## src/rtl/elastic_pipe_reg.sv

```systemverilog
// DEPTH-stage elastic register slice with valid/ready on both ends, flush and occupancy count.
// Latency DEPTH cycles unstalled; stalls hold data and bubbles collapse, o_ready falls only when full and i_ready=0.
module elastic_pipe_reg #(
  parameter int WIDTH = 8,
  parameter int DEPTH = 4,
  parameter int CNT_W = $clog2(DEPTH + 1)
) (
  input  logic             i_clk,
  input  logic             i_rst_n,
  input  logic             i_valid,
  output logic             o_ready,
  input  logic [WIDTH-1:0] i_d,
  output logic             o_valid,
  input  logic             i_ready,
  output logic [WIDTH-1:0] o_q,
  input  logic             i_flush,
  output logic [CNT_W-1:0] o_count
);

  logic [DEPTH-1:0] r_vld;
  logic [WIDTH-1:0] r_dat [DEPTH];
  logic [CNT_W-1:0] r_count;

  logic [DEPTH-1:0] w_rdy;
  logic [DEPTH-1:0] w_in_vld;
  logic [WIDTH-1:0] w_in_dat [DEPTH];
  logic             w_accept;
  logic             w_pop;

  // A stage is ready if it or any stage downstream of it is empty, or the sink pops.
  always_comb begin : ready_chain
    logic v_any;
    v_any = i_ready;
    w_rdy = '0;
    for (int k = DEPTH - 1; k >= 0; k--) begin
      v_any    = v_any | ~r_vld[k];
      w_rdy[k] = v_any;
    end
  end

  assign o_ready  = w_rdy[0] & ~i_flush;
  assign w_accept = i_valid & o_ready;
  assign w_pop    = r_vld[DEPTH-1] & i_ready;

  always_comb begin
    w_in_vld    = '0;
    w_in_vld[0] = w_accept;
    w_in_dat[0] = i_d;
    for (int k = 1; k < DEPTH; k++) begin
      w_in_vld[k] = r_vld[k-1];
      w_in_dat[k] = r_dat[k-1];
    end
  end

  always_ff @(posedge i_clk or negedge i_rst_n) begin
    if (!i_rst_n) begin
      r_vld   <= '0;
      r_count <= '0;
      for (int k = 0; k < DEPTH; k++) begin
        r_dat[k] <= '0;
      end
    end else begin
      // Data only moves with a valid item, so bubbles and flushes leave it untouched.
      for (int k = 0; k < DEPTH; k++) begin
        if (w_rdy[k] && w_in_vld[k] && !i_flush) begin
          r_dat[k] <= w_in_dat[k];
        end
      end
      if (i_flush) begin
        r_vld   <= '0;
        r_count <= '0;
      end else begin
        for (int k = 0; k < DEPTH; k++) begin
          if (w_rdy[k]) begin
            r_vld[k] <= w_in_vld[k];
          end
        end
        if (w_accept && !w_pop) begin
          r_count <= r_count + CNT_W'(1);
        end else if (w_pop && !w_accept) begin
          r_count <= r_count - CNT_W'(1);
        end
      end
    end
  end

  assign o_valid = r_vld[DEPTH-1];
  assign o_q     = r_dat[DEPTH-1];
  assign o_count = r_count;

endmodule

```

## config.mk

```make
export PLATFORM = sky130hd
export DESIGN_NAME = elastic_pipe_reg
export DESIGN_NICKNAME = d
export VERILOG_FILES = /design/src/rtl/elastic_pipe_reg.sv
export SDC_FILE = /design/constraint.sdc
export NUM_CORES = 1
export LEC_CHECK = 0
export ABC_CLOCK_PERIOD_IN_PS = 2000
export BUFFER_PORTS_ARGS = -buffer_cell sky130_fd_sc_hd__buf_4
export CAP_MARGIN = 20
export CORE_MARGIN = 2
export CORE_UTILIZATION = 30
export CTS_BUF_LIST = sky130_fd_sc_hd__clkbuf_4 sky130_fd_sc_hd__clkbuf_8
export CTS_CLUSTER_DIAMETER = 80
export CTS_CLUSTER_SIZE = 12
export DETAILED_ROUTE_END_ITERATION = 8
export PLACE_DENSITY = 0.5
export SLEW_MARGIN = 20
export SYNTH_ARGS = -nofsm -noshare
export SYNTH_HDL_FRONTEND = slang
export SYNTH_SLANG_ARGS = --single-unit
```

## constraint.sdc

```tcl
create_clock -name i_clk -period 2 [get_ports i_clk]
set_clock_uncertainty 0.2 [all_clocks]
set_input_delay 0.1 -clock i_clk [delete_from_list [all_inputs] [get_ports i_clk]]
set_output_delay 0.1 -clock i_clk [all_outputs]
set_load 0.02 [all_outputs]
```

# Word-level counts from Yosys, hierarchy flattened
# Cells that the tools add are included.
dict set report totals {
  register_bits 39
  elab_cells 49
  out_inout_bits 13
}
dict set report classes {
  n_addsub 2
  muxes 8
  n_bitwise 12
  reduce_logical 18
}
# operator n
set op_table {}
lappend op_table {{logical AND 1 bit} 10}
lappend op_table {{two-way mux 3 bit} 3}
lappend op_table {{nonzero test 2 bit} 4}
lappend op_table {{NOT 1 bit} 5}
lappend op_table {{two-way mux 1 bit} 4}
lappend op_table {{two-way mux 4 bit} 1}
lappend op_table {{OR 1 bit} 4}
lappend op_table {{adder 3 x 1 -> 3 bit (second input constant)} 1}
lappend op_table {{bitwise AND 1 bit} 3}
lappend op_table {{logical NOT 1 bit} 3}
lappend op_table {{nonzero test 3 bit} 1}
lappend op_table {{subtractor 3 x 1 -> 3 bit (second input constant)} 1}

# Depth between registers and ports, before layout
# Gate-level depths: netlist of the first run.
dict set report depth {
  depth_word 12
  ltp_mapped 8
  ltp_nobuf 7
}

# Least setup slack after synthesis of the first run
# OpenSTA, ideal clock, no wires.
dict set report synth_path {
  kind {reg2reg}
  start {reg r_vld[3]}
  end {reg r_count[2] (netlist: o_count[2])}
  path_stages_with_launch 9
  required_time_ps 1728
  setup_slack_ps -337
  arrival_time_ps 2065
  synth_period_minus_slack_ps 2337
  n_path_buf 1
  path_cell_list {dfrtp_1 > and3b_1 > buf_6 > a31oi_1 > and2_1 > fa_1 > nor3b_1 > nor2b_1 > nand4b_1}
}
dict set report synth_via {
  elab_chain_cells 10
  word_cells_on_any_way 15
  classes_between {mux (2); bitwise (8); reduce/logical (5)}
}
# element line_no
set synth_lines {}
lappend synth_lines {{start, declared} 20} ;# logic [DEPTH-1:0] r_vld;
lappend synth_lines {{start signal, assigned by index} 75} ;# r_vld[k] <= w_in_vld[k];
lappend synth_lines {{NOT 1 bit *} 36} ;# v_any = v_any | ~r_vld[k];
lappend synth_lines {{OR 1 bit * (4 in series)} 36}
lappend synth_lines {{bitwise AND 1 bit *} 41} ;# assign o_ready = w_rdy[0] & ~i_flush;
lappend synth_lines {{net o_ready} 11} ;# output logic o_ready,
lappend synth_lines {{bitwise AND 1 bit *} 42} ;# assign w_accept = i_valid & o_ready;
lappend synth_lines {{logical AND 1 bit or logical NOT 1 bit (tied branches)} {78, 80}}
lappend synth_lines {{two-way mux 3 bit or logical AND 1 bit (tied branches)} {78, 80}}
lappend synth_lines {{two-way mux 3 bit or nonzero test 3 bit (tied branches)} n/a}
lappend synth_lines {{end signal, assigned} 79} ;# r_count <= r_count + CNT_W'(1);
lappend synth_lines {{end signal, assigned} 81} ;# r_count <= r_count - CNT_W'(1);
lappend synth_lines {{end, declared} 22} ;# logic [CNT_W-1:0] r_count;
# Mark *: on every way through the listed nets, which the timed path passes. The rest lies on a longest branch.
# A chain may end at the register's enable or synchronous reset.

# Worst setup path after layout of the first run
dict set report layout_path {
  start {reg r_vld[3]}
  end {reg r_dat[23] (netlist bit)}
}
dict set report layout_via {
  elab_chain_cells 6
}
# element line_no
set layout_lines {}
lappend layout_lines {{NOT 1 bit} 36}
lappend layout_lines {{OR 1 bit (3 in series)} 36}
lappend layout_lines {{logical AND 1 bit (2 in series)} 65} ;# if (w_rdy[k] && w_in_vld[k] && !i_flush) begin
lappend layout_lines {{end signal, assigned by index} 66} ;# r_dat[k] <= w_in_dat[k];
lappend layout_lines {{end, declared} 21} ;# logic [WIDTH-1:0] r_dat [DEPTH];
# No other way between the ends.

==> impl_results.md, run 1 <==
- Mux contribution to synthesized area: 24.39%
- Post-route cell area: 0.002212 sq mm
- Fraction of layout instances using a drive strength above 1: 48.48%
- CTS Root Cell: sky130_fd_sc_hd__clkbuf_8
- Average size of a mapped cell: 13.87 sq um
- Half-perimeter wire length after detailed placement: 2123 um
- All-layer global routing usage: 10.36%
- Port Buf Inserts: 25
- Source-to-sink clock delay at the later pin of the worst-skew pair: 0.29 ns
- Fraction of the mapped netlist area in adder cells: 1.154%
- Num CTS Buffers: 5
- Yosys synthesis warning count: 0
- Top cells by area in the synthesized netlist: sky130_fd_sc_hd__dfrtp_1, sky130_fd_sc_hd__mux2_2, sky130_fd_sc_hd__mux2_4
- Top cell types by occurrence after synthesis: sky130_fd_sc_hd__dfrtp_1, sky130_fd_sc_hd__mux2_2, sky130_fd_sc_hd__buf_4, sky130_fd_sc_hd__mux2_4, sky130_fd_sc_hd__nor2_1
- Dominant combinational cell family by area after synthesis: multiplexers
- Final critical-path share of the clock period: 96.98%
- Final count of hold timing violations: 0
- Worst slew margin relative to its limit: 67.47%
- Reported leakage power: 1.033 nW
- Register clock-pin slew on the reported worst setup and hold paths: 0.07 ns
- Post-synthesis instance area: 0.001734 sq mm
- Placed Instance Area: 0.001992 sq mm
- CTS tree: yes
- Min Clock Period, post-route: 1.940 ns
- Worst path required time: 1.97 ns
- Pwr/cell area: 984.6 mW/mm^2
- Fmax: 515.6 MHz
- DRT Wirelength: 2937 um
- Standard cell core area: 0.005540 sq mm
- Synth async-reset ratio: 100.0%
- Unrepaired setup endpoints after global routing: no
- Number of antenna violations at the first check in global routing: 0
- Remaining global-route overflow: 0
- Post-detailed-route count of antenna-violating nets: 0
- Total via count after detailed routing: 1050
- Number of max-cap violations: 0
- Post-synthesis simple-gate area fraction: 8.586%
- Status: finished clean
- Critical path class: register to register
- Largest net degree at the start of global routing: 40
- Compound-Gate Fraction of Synth Area: 3.463%
- Vias/cell: 4.430
- Cell count after synthesis: 125
- Gp weighted congestion: 0.7789
- Element type at the critical path end: register
- Number of violations reported at the end of detailed-routing iteration 0: 34
- Number of H-tree levels: 2
- Beginning of the worst register-to-register path: r_vld[3]
- Total of endpoints with negative setup slack in the final report: 0
- Pre-Repair DR Iteration Count: 4
- Worst voltage drop across the vdd grid: 0.3840 mV
- Number of remaining DRC errors: 0
- Horizontal extent of the die: 80.03 um
- Clock tree sinks: 39
- Area of the die: 0.006405 sq mm
- Nets in the synthesized netlist: 139
- Max clock buf depth: 2
- CP Max Fanout: 8
- Minimum setup slack among reg-to-reg paths: 0.06 ns
- Number of enable flip-flop cells after synthesis: 0
- Wire length of the first global-routing pass: 5085 um
- Layout Nets: 178
- Most frequently used cell type in the post-synthesis netlist: sky130_fd_sc_hd__dfrtp_1
- Flip-flop and latch count after synthesis: 39
- Starting utilization of the core area: 31.30%
- Arr. time, crit path: 1.91 ns
- Cell type contributing the most total cell area after synthesis: sky130_fd_sc_hd__dfrtp_1
- # diodes: 0
- Netlist cell types: 27
- Number of cell instances on the worst register-to-register path: 4
- Portion of the post-synthesis area used by sequential elements: 56.28%
- Top-Level Pins: 26
- Category of the worst setup path launch point: register
- Path type of the worst min-delay path: input pin to async pin
- Min Hold Slack: 0.1115 ns
- Layout Utilization: 39.93%
- Top cell type's share of synthesized area: 56.28%
- Std cell rows: 27
- Slew of the pin with the lowest slew margin: 0.4880 ns
- Worst reg2reg path endpoint: r_dat[23]
- Average routed wire per standard cell: 12.39 um
- Number of global-route vias before repair: 1071
- Max-slew violations: 0
- Vert. Die Dim: 80.03 um
- Top_reg_cell synth: sky130_fd_sc_hd__dfrtp_1
- Synth-to-Final Area Change: 27.56%
- Area share of xor/xnor cells in the synthesized design: 0%
## routing by layer
metal	routed length [um]	track usage, %	part of all wire, %
met1	1365	13.48	46
met2	1418	15.75	48
met3	138	3.959	4.7
met4	15	3.559	0.51
met5	0	0	0
## how the worst max path moves through the flow
stage                       to  cells after the start     start  slack (ns)
finish               r_dat[23]                      4  r_vld[3]        0.06
floorplan           o_count[1]                      7  r_vld[3]       -0.13
detailed placement  o_count[1]                      6  r_vld[3]        0.06
global route         r_dat[22]                      4  r_vld[3]        0.01
global placement    o_count[1]                      6  r_vld[3]        0.11
CTS                 o_count[1]                      6  r_vld[3]        0.04
## state kept, by name, indices dropped and copies added (netlist names)
name     count
r_dat       24
o_q          8
r_vld        4
o_count      3
## timing repair
action | CTS | global route
hold endpoints to repair | 51 | 0
endpoints found under the setup margin | 0 | 2
buffers inserted | 0 | 0
resized for setup | 0 | 1
hold buffers | 13 | 0
## cell usage in the layout (no fill, tap or decap)
cell type,synthesis,layout
sky130_fd_sc_hd__dlygate4sd3_1,0,13
sky130_fd_sc_hd__clkbuf_4,0,2
sky130_fd_sc_hd__a31oi_4,0,1
sky130_fd_sc_hd__nor3_1,1,1
sky130_fd_sc_hd__mux2_4,8,8
sky130_fd_sc_hd__clkinv_2,0,1
sky130_fd_sc_hd__dfrtp_2,0,1
sky130_fd_sc_hd__nor3b_2,0,1
sky130_fd_sc_hd__dfrtp_1,39,38
sky130_fd_sc_hd__a21boi_0,1,1
sky130_fd_sc_hd__nand3b_1,3,3
sky130_fd_sc_hd__nor2_1,8,8
sky130_fd_sc_hd__nand2b_1,1,1
sky130_fd_sc_hd__o21ai_2,1,1
sky130_fd_sc_hd__clkbuf_8,0,5
sky130_fd_sc_hd__mux2i_1,1,1
sky130_fd_sc_hd__fa_2,0,1
sky130_fd_sc_hd__nand4b_1,1,1
sky130_fd_sc_hd__mux2_2,26,26
sky130_fd_sc_hd__nand2_1,1,1
sky130_fd_sc_hd__buf_4,8,31
sky130_fd_sc_hd__inv_1,4,4
sky130_fd_sc_hd__and2_4,0,1
sky130_fd_sc_hd__o211ai_1,1,1
sky130_fd_sc_hd__nor3b_1,2,1
sky130_fd_sc_hd__nand4_1,2,2
sky130_fd_sc_hd__and3b_1,3,2
sky130_fd_sc_hd__a211o_1,1,1
sky130_fd_sc_hd__and3b_2,0,1
sky130_fd_sc_hd__nor2b_1,2,2
sky130_fd_sc_hd__a31oi_1,2,1
sky130_fd_sc_hd__a21oi_1,3,3
## area by class of cell
cell class	instances	area (sq um)
fillers	553	3328
flip-flops and latches	39	977.2
multi-input cells	70	678.2
repair buffers	44	362.8
well taps	72	90.09
clock buffers	7	83.83
inverters	4	15.01
clock inverters	1	5.005
## critical path, stage by stage, from the launching register on
cell and delay [ns]:
sky130_fd_sc_hd__dfrtp_2 0.41, sky130_fd_sc_hd__and3b_2 0.24, sky130_fd_sc_hd__buf_4 0.15, sky130_fd_sc_hd__a211o_1 0.47, sky130_fd_sc_hd__mux2_4 0.36
## where the power goes
part | switching [mW] | internal [mW] | leakage, nW | total (mW)
registers | 0.119 | 0.996 | 0.483 | 1.12
logic | 0.220 | 0.321 | 0.502 | 0.541
clock network | 0.250 | 0.272 | 0.0491 | 0.522
total | 0.589 | 1.59 | 1.03 | 2.18
## stage by stage
stage	TNS, ns	setup slack (ns)	cells	power (mW)
6_report	0	0.06046	237	2.178
5_1_grt	0	0.01054	237	2.317
4_1_cts	0	0.04118	237	2.222
3_5_place_dp	0	0.06209	216	1.663
3_3_place_gp	0	0.1064	216	1.634
2_1_floorplan	-0.2072	-0.1334	125	1.523
## cells by family (layout without fill, tap and decap cells)
family / Yosys count / count (layout)
simple gates: 25 / 25
mux: 35 / 35
compound gates: 9 / 9
fa+ha+maj: 1 / 1
buf+inv: 16 / 56
flops: 39 / 39
Power figures use the tool's default switching activity.
==> run 2, diff against run 1 <==
- CTS_CLUSTER_SIZE: 12 -> not set
- PLACE_DENSITY: 0.5 -> not set
==> impl_results.md, run 2 (same netlist as run 1, synthesis figures left out) <==
- Status: finished clean (unchanged)
- Fmax: 517.9 MHz (was 515.6 MHz)
- Area of combinational cells with multiple inputs: 678.2 sq um (unchanged)
- Number of max-cap violations: 0 (unchanged)
- Post CTS Setup Buffer Count: 0 (unchanged)
- Slew of the pin with the lowest slew margin: 0.4792 ns (was 0.4880 ns)
- Clock tree sinks: 39 (unchanged)
- Switching portion of total power: 27.91% (was 27.06%)
- Starting utilization of the core area: 31.30% (unchanged)
- Remaining global-route overflow: 0 (unchanged)
- CP Max Fanout: 8 (unchanged)
- CTS tree: yes (unchanged)
- Max-slew violations: 0 (unchanged)
- Most common cell after layout, fill and taps aside: sky130_fd_sc_hd__dfrtp_1 (unchanged)
- Vias/cell: 4.403 (was 4.430)
- Area of the die: 0.006405 sq mm (unchanged)
- Average routed wire per standard cell: 12.13 um (was 12.39 um)
- Worst slew margin relative to its limit: 68.06% (was 67.47%)
- Register area: 977.2 sq um (unchanged)
- Min Hold Slack: 0.1113 ns (was 0.1115 ns)
- Synth-to-Final Area Change: 27.13% (was 27.56%)
- Final count of hold timing violations: 0 (unchanged)
- Leading cell types in the layout, fill and taps excluded: sky130_fd_sc_hd__dfrtp_1, sky130_fd_sc_hd__buf_4, sky130_fd_sc_hd__mux2_2 (unchanged)
- Top-Level Pins: 26 (unchanged)
- Vert. Die Dim: 80.03 um (unchanged)
- All-layer global routing usage: 10.24% (was 10.36%)
- Standard cell core area: 0.005540 sq mm (unchanged)
- Critical path class: register to register (unchanged)
- Number of antenna violations at the first check in global routing: 0 (unchanged)
- Number of global-route vias before repair: 1111 (was 1071)
- CTS Root Cell: sky130_fd_sc_hd__clkbuf_8 (unchanged)
- Num CTS Buffers: 5 (unchanged)
- Worst voltage drop across the vdd grid: 0.3016 mV (was 0.3840 mV)
- # diodes: 0 (unchanged)
- Slack of the critical path: 0.06914 ns (was 0.06046 ns)
- Reported leakage power: 1.019 nW (was 1.033 nW)
- Horizontal extent of the die: 80.03 um (unchanged)
- Number of H-tree levels: 2 (unchanged)
- Post-detailed-route count of antenna-violating nets: 0 (unchanged)
- Placed Instance Area: 0.001984 sq mm (was 0.001992 sq mm)
- Wire length of the first global-routing pass: 5064 um (was 5085 um)
- Source-to-sink clock delay at the later pin of the worst-skew pair: 0.29 ns (about the same)
- DRT Wirelength: 2863 um (was 2937 um)
- Category of the worst setup path launch point: register (unchanged)
- Part of the total power dissipated in the clock network: 23.6% (was 24.0%)
- Path type of the worst min-delay path: input pin to async pin (unchanged)
- Number of violations reported at the end of detailed-routing iteration 0: 61 (was 34)
- Unrepaired setup endpoints after global routing: no (unchanged)
- Register clock-pin slew on the reported worst setup and hold paths: 0.07 ns (about the same)
- Number of remaining DRC errors: 0 (unchanged)
- Pre-CTS setup slack: 0.07190 ns (was 0.06209 ns)
- Std cell rows: 27 (unchanged)
- Final critical-path share of the clock period: 96.54% (was 96.98%)
- Arr. time, crit path: 1.90 ns (was 1.91 ns)
- Internal power summed over all cells: 1.557 mW (was 1.589 mW)
- Gp weighted congestion: 0.7107 (was 0.7789)
- Layout Utilization: 39.79% (was 39.93%)
- Total of endpoints with negative setup slack in the final report: 0 (unchanged)
- Most flops, register: r_dat (unchanged)
- Total via count after detailed routing: 1039 (was 1050)
- Element type at the critical path end: register (unchanged)
- Fraction of layout instances using a drive strength above 1: 48.17% (was 48.48%)
- Pre-Repair DR Iteration Count: 4 (unchanged)
- Max clock buf depth: 2 (unchanged)
- Largest net degree at the start of global routing: 40 (unchanged)
- Min Clock Period, post-route: 1.931 ns (was 1.940 ns)
- Half-perimeter wire length after detailed placement: 2145 um (was 2123 um)
- Pwr/cell area: 979.8 mW/mm^2 (was 984.6 mW/mm^2)
- Layout Nets: 177 (was 178)
- Beginning of the worst register-to-register path: r_vld[3] (unchanged)
- Flip-flop count of the largest register, all copies and words added: 24 (unchanged)
- Worst path required time: 1.97 ns (about the same)
- Aggregate negative setup slack: 0 ns (unchanged)
- Reg power frac: 51.2% (about the same)
- Fill cell total of the finished layout: 546 (was 553)
- Port Buf Inserts: 25 (unchanged)
- P_sw: 0.6029 mW (was 0.5894 mW)
- First element of the critical path: r_vld[3] (unchanged)
- Post-route cell area: 0.002205 sq mm (was 0.002212 sq mm)
- Gate power share: 25.2% (was 24.8%)
==> run 2: changes by cell type in the layout (fill, tap and decap cells not counted), sizes merged <==
cell | before | now
buf | 31 | 30
clkbuf | 7 | 5
clkinvlp | 0 | 2
==> run 2: power groups by stage <==
stage / registers (mW) / clock network, mW / logic (mW)
after floorplan: 1.09 / 0 / 0.430
after global placement: 1.12 / 0 / 0.510
after detailed placement: 1.13 / 0 / 0.534
after CTS: 1.11 / 0.535 / 0.554
after global routing: 1.14 / 0.563 / 0.591
final: 1.11 / 0.510 / 0.544
==> run 2: worst max-delay path, cell delays in order, from the launching register on <==
cell	delay (ns)
sky130_fd_sc_hd__dfrtp_2	0.40
sky130_fd_sc_hd__and3b_2	0.24
sky130_fd_sc_hd__buf_4	0.16
sky130_fd_sc_hd__a211o_1	0.47
sky130_fd_sc_hd__mux2_4	0.36
==> run 2: area by class of cell <==
class                           count  area share, %
Sequential cell                    39          44.32
Clock inverter                      3         0.9081
Tap cell                           72          4.086
Multi-Input combinational cell     70          30.76
Timing Repair Buffer               43          16.12
Clock buffer                        5          3.121
Inverter                            4         0.6810
==> run 2: timing repair <==
item	CTS	global route
resized for setup	0	1
hold endpoints to repair	51	0
hold buffers	13	0
setup endpoints to repair	0	2
==> run 2: worst paths after layout <==
path | endpoint | slack [ns] | cells after the start
hold / removal | r_vld[1] | 0.11 | 2
min in group i_clk | o_count[2] | 0.12 | 4
setup / recovery | r_dat[16] | 0.07 | 4
max in group asynchronous | r_vld[3] | 1.14 | 2
hold reg to reg | r_dat[23] | 0.29 | 1
setup reg to reg | r_dat[16] | 0.07 | 4
==> run 2: per-stage QoR <==
stage               power (mW)  instances
finish                   2.160        236
global route             2.295        236
CTS                      2.201        236
detailed placement       1.663        215
global placement         1.625        215
floorplan                1.523        125
==> run 2: layer usage <==
| metal | routed length (um) | track usage [%] | share of wire, % |
|---|---|---|---|
| met1 | 1242 | 11.62 | 43 |
| met2 | 1414 | 17.33 | 49 |
| met3 | 123 | 2.489 | 4.3 |
| met4 | 83 | 6.102 | 2.9 |
| met5 | 0 | 0 | 0 |
